`config.mk`:
```
export PLATFORM = sky130hd
export DESIGN_NAME = pwm_duty_ramp
export DESIGN_NICKNAME = d
export VERILOG_FILES = /design/src/rtl/pwm_duty_ramp.sv
export SDC_FILE = /design/constraint.sdc
export NUM_CORES = 1
export LEC_CHECK = 0
export ABC_AREA = 1
export BUFFER_PORTS_ARGS = -buffer_cell sky130_fd_sc_hd__buf_4
export CAP_MARGIN = 5
export CORE_UTILIZATION = 55
export DETAILED_ROUTE_END_ITERATION = 6
export PLACE_DENSITY = 0.76
export SLEW_MARGIN = 15
export SYNTH_ARGS = -nofsm -noshare
export SYNTH_HDL_FRONTEND = slang
export SYNTH_SLANG_ARGS = --single-unit
```
`constraint.sdc`:
```
create_clock -name clk -period 2.9 [get_ports clk]
set_input_delay 0.58 -clock clk [delete_from_list [all_inputs] [get_ports clk]]
set_output_delay 0.58 -clock clk [all_outputs]
set_load 0.03 [all_outputs]
```
`src/rtl/pwm_duty_ramp.sv`:
```
// Slews the PWM duty toward a requested target by STEP per step tick.
// Duty only changes when the period counter wraps, so the PWM never sees a mid-period change.
module pwm_duty_ramp #(
    parameter int WIDTH     = 11,
    parameter int STEP      = 64,
    parameter int PPS       = 1,
    parameter int INIT_DUTY = 0
) (
    input  logic             clk,
    input  logic             rst_n,
    input  logic [WIDTH-1:0] tgt_duty,
    input  logic             tgt_vld,
    output logic             tgt_rdy,
    input  logic             abort,
    output logic [WIDTH-1:0] duty,
    output logic             busy,
    output logic             done
);

    localparam int                SCW       = (PPS > 1) ? $clog2(PPS) : 1;
    localparam logic [SCW-1:0]    STEP_LAST = SCW'(PPS - 1);
    localparam logic [WIDTH-1:0]  STEP_D    = WIDTH'(STEP);
    localparam logic [WIDTH:0]    STEP_X    = (WIDTH+1)'(STEP);

    typedef enum logic {
        S_IDLE = 1'b0,
        S_RAMP = 1'b1
    } state_t;

    state_t           r_state;
    state_t           w_state_nxt;
    logic [WIDTH-1:0] r_prd_cnt;
    logic [SCW-1:0]   r_step_cnt;
    logic [WIDTH-1:0] r_tgt_q;
    logic [WIDTH-1:0] r_duty;
    logic             r_busy;
    logic             r_done;

    logic             w_prd_end;
    logic             w_step_tick;
    logic             w_accept;
    logic             w_step;
    logic             w_finish;
    logic             w_up;
    logic [WIDTH:0]   w_mag;
    logic             w_close;

    assign w_prd_end   = &r_prd_cnt;
    assign w_step_tick = w_prd_end && (r_step_cnt == STEP_LAST);
    assign tgt_rdy     = (r_state == S_IDLE);
    assign duty        = r_duty;
    assign busy        = r_busy;
    assign done        = r_done;

    // Distance to target in WIDTH+1 bits so the clamp decision can never wrap.
    assign w_up    = (r_tgt_q > r_duty);
    assign w_mag   = w_up ? ({1'b0, r_tgt_q} - {1'b0, r_duty})
                          : ({1'b0, r_duty} - {1'b0, r_tgt_q});
    assign w_close = (w_mag <= STEP_X);

    always_comb begin
        w_state_nxt = r_state;
        w_accept    = 1'b0;
        w_step      = 1'b0;
        w_finish    = 1'b0;
        case (r_state)
            S_IDLE: begin
                if (tgt_vld) begin
                    w_accept = 1'b1;
                    if (tgt_duty != r_duty) begin
                        w_state_nxt = S_RAMP;
                    end
                end
            end
            S_RAMP: begin
                // Abort wins over a coincident step tick and never produces done.
                if (abort) begin
                    w_state_nxt = S_IDLE;
                end else if (w_step_tick) begin
                    w_step = 1'b1;
                    if (w_close) begin
                        w_finish    = 1'b1;
                        w_state_nxt = S_IDLE;
                    end
                end
            end
            default: w_state_nxt = S_IDLE;
        endcase
    end

    always_ff @(posedge clk or negedge rst_n) begin
        if (!rst_n) begin
            r_state    <= S_IDLE;
            r_prd_cnt  <= '0;
            r_step_cnt <= '0;
            r_duty     <= WIDTH'(INIT_DUTY);
            r_busy     <= 1'b0;
            r_done     <= 1'b0;
        end else begin
            r_state   <= w_state_nxt;
            r_prd_cnt <= r_prd_cnt + WIDTH'(1);
            if (w_accept) begin
                r_step_cnt <= '0;
            end else if (w_prd_end) begin
                r_step_cnt <= (r_step_cnt == STEP_LAST) ? '0 : r_step_cnt + SCW'(1);
            end
            if (w_step) begin
                if (w_finish) begin
                    r_duty <= r_tgt_q;
                end else if (w_up) begin
                    r_duty <= r_duty + STEP_D;
                end else begin
                    r_duty <= r_duty - STEP_D;
                end
            end
            r_busy <= (w_state_nxt == S_RAMP);
            r_done <= (w_accept && (tgt_duty == r_duty)) || w_finish;
        end
    end

    always_ff @(posedge clk) begin
        if (w_accept) begin
            r_tgt_q <= tgt_duty;
        end
    end

endmodule

```
==> reports/results.txt <==
The first detailed-routing pass took 4 iterations. After clock tree synthesis, the clock-pin slew on the worst setup and hold paths is 0.07 ns. The time the final worst path needs with I/O delays and setup works out to 2.80 ns.

In the post-synthesis netlist, the biggest area contributors are dfrtp_1, nand2_1, edfxtp_1, ha_1, inv_1. After detailed routing, the average wire length per cell comes to 14.2 um. The period utilization came out at 0.964. The tools report the first-pass GRT wire length as 13,100 um.

The class of the tightest hold or removal check is in -> async. The quantity of hold-fixing buffers added after cts was 0. A synthesized cell averages 7.12 um^2.

The congestion estimate from routability-driven global placement came to 0.959. The die is 78.2 um wide. The worst clock skew came out at 0.00983 ns.

Category of the critical setup timing path: reg -> reg. TritonCTS built the clock tree. Data on the critical path arrives at its endpoint at 2.98 ns. The setup violation total in the final timing report is 0, and the top-level I/O count is 29. For the via count of the first global-routing pass, the log shows 2,911. Synthesis produced a netlist with a net count of 493. The run gives 0.577 as the effective utilization at floorplan. Entering global routing, the biggest net connects 25 pins.

The routed layout has 2,983 vias. The synthesized netlist contains 37 unique library cells. The wire-length estimate of the detail-placed layout is 6390 um. For this run, the top clock speed supported by timing is 0.358 GHz. From synthesis to final layout, the design area changed by 16.1%. The all-layer global routing usage is 0.280. STA puts the critical path data required time at 3.09 ns.

Setup repair after global routing could not meet its margin everywhere. The count of nets left with antenna violations once routing finished came out at 0. The run gives 0 as the initial antenna violation count. The logs give 0.650 for the normalized max-slew margin and 27 for the count of standard-cell rows. The antenna cell count is 0, and the slew at the pin closest to its max-slew limit is 0.525 ns. The worst setup path is launched from a register. Share of the synthesized area in the top cell type: 0.188. Before CTS, the worst setup slack after placement is -0.00177 ns. The depth of the worst register-to-register path came out at 15. The worst setup path is captured at a register. Buffers placed on the I/O ports in this run total 28. The sink count of the clock tree was 35; the number of buffers on the longest clock path was 2. The H-tree depth reported by CTS was 2.

Setup slack on the critical path of the routed design comes to 0.104 ns. The final hold violation count is 0. The total power divided by cell area works out to 331 nW/um^2. For the insertion delay to the later sink of the worst-skew pair, the log shows 0.29 ns. The run finished with clean final reports. The hold slack is 0.184 ns, and the worst vdd rail ir drop is 0.358 mV. The maximum net fanout on the critical path is 7, and the number of instances in the synthesized netlist is 449. The tool flagged a number of max-cap violations equal to 0.

The tools report the synthesis warning total as 0. The cell sitting at the root of the clock tree is a clkbuf_8. The floorplan step defined a die boundary enclosing 6120 um^2. The routed design has 8030 um of wire. Summed over all cells, the static leakage comes to 0.00199 uW. Cell accounting for the most synthesized area: dfrtp_1. The sequential share of the synthesized area is 0.291.

Synthesis inferred 35 register bits. The sum of overflow across all layers after global routing was 0. The share of final-layout standard cells stronger than drive strength 1 came out at 0.211. TritonCTS created 5 clock buffers.

The tools report the final-stage net count as 537. The y dimension of the die is 78.2 um, and the final number of max-transition violations is 0. The detailed router's first-iteration violation count was 210. Dividing the detail-routed via count by the number of cells gives 5.27. The logs give 3200 um^2 for the post-synthesis instance area and 5540 um^2 for the placeable core region.

For this run, design rule violations remaining after detail routing come to 0.
## Yosys cell counts (all sizes together)
| cell | number |
|---|---|
| xnor2 | 2 |
| nand3 | 43 |
| nand4 | 5 |
| edfxtp | 11 |
| buf | 4 |
| fa | 3 |
| o21bai | 1 |
| o21ai | 14 |
| clkinv | 1 |
| a21boi | 1 |
| nand2 | 160 |
| nor3b | 1 |
| dfrtp | 24 |
| inv | 86 |
| nor2 | 27 |
| xor2 | 19 |
| and2 | 1 |
| nor4 | 2 |
| nor3 | 3 |
| ha | 26 |
| or2 | 1 |
| a21oi | 13 |
| and3 | 1 |
## per-layer routing
metal / vias to the layer above / GRT usage / routed length (um)
met3: 21 / 0.0488 / 407
met5: - / 0 / 0
met2: 90 / 0.449 / 3760
met1: 1396 / 0.369 / 3620
li1: 1476 / - / -
met4: 0 / 0.130 / 249
## cells by family after synthesis
group / after synthesis / share of synthesized area
xor gates and xnor gates: 21 / 0.0576
DFF: 35 / 0.291
AOI/OAI and AO/OA: 29 / 0.0599
and+or+nand+nor: 244 / 0.354
buffers and inverters: 91 / 0.117
adders and majority gates: 29 / 0.121
## repair_timing
item / in CTS / in global routing
setup buffers: 0 / 1
resized for setup: 1 / 16
setup endpoints to repair: 1 / 9
pin swaps: 0 / 5
## layout make-up
type / instances / area, um^2
clock buffers: 6 / 72.6
flip-flops and latches: 35 / 933
well taps: 72 / 90.1
clock inverters: 2 / 11.3
multi-input cells: 323 / 1960
inverters: 87 / 334
fillers: 492 / 1830
repair buffers: 41 / 308
## final timing paths
path	startpoint	end	slack, ns
worst max-delay path	duty[4]	duty[10]	0.10
worst min-delay path	rst_n	r_prd_cnt[2]	0.18
worst max register to register	duty[4]	duty[10]	0.10
worst min register to register	r_prd_cnt[0]	r_prd_cnt[0]	0.46
max in group asynchronous	rst_n	duty[6]	2.46
min in group clk	r_prd_cnt[0]	r_prd_cnt[0]	0.46
## stage by stage
step / area [um^2] / total power [uW] / TNS, ns / instances / util
2_1_floorplan: 3200 / 777 / 0 / 449 / -
3_3_place_gp: 3550 / 861 / 0 / 557 / 0.641
3_5_place_dp: 3550 / 868 / -0.00177 / 557 / 0.641
4_1_cts: 3650 / 1220 / 0 / 565 / 0.658
5_1_grt: 3710 / 1290 / -0.0779 / 566 / 0.669
6_report: 3710 / 1230 / 0 / 566 / 0.669
## worst max-delay path, stage by stage (launching register included)
cell and delay [ns]:
dfrtp_1 0.40, inv_1 0.09, ha_1 0.47, nand2_2 0.15
nor2_4 0.15, nand3_1 0.10, nand3_2 0.10, nand2_4 0.11
ha_4 0.31, nand2_1 0.06, o21ai_2 0.14, xor2_1 0.21
xor2_1 0.22, nand2_1 0.08, nand2_1 0.06, nand2_1 0.04
## power breakdown
group / switching (uW) / internal [uW]
clock network: 176 / 168
logic: 223 / 124
registers: 9.54 / 526
total: 409 / 819
## state kept, by name, indices dropped and copies added, names as in the netlist
register and flops:
duty 11, r_prd_cnt 11, r_tgt_q 11, busy 1
done 1
## cells in the final DEF (no fill, tap or decap), types with 3 or more instances in the layout
cell        n
nand2_1   147
nor2_4      5
nor2_1     19
xor2_1     19
a21oi_1    12
dfrtp_1    22
nand3_2     3
nand2_2     9
nand4_1     5
ha_1       20
inv_2       7
o21ai_2     8
clkbuf_8    5
edfxtp_1   11
nor3_1      3
inv_1      78
nand2_4     3
o21ai_0     4
ha_2        4
nand3_1    39
buf_4      41
Note: power is estimated with default switching activity, not from simulation.
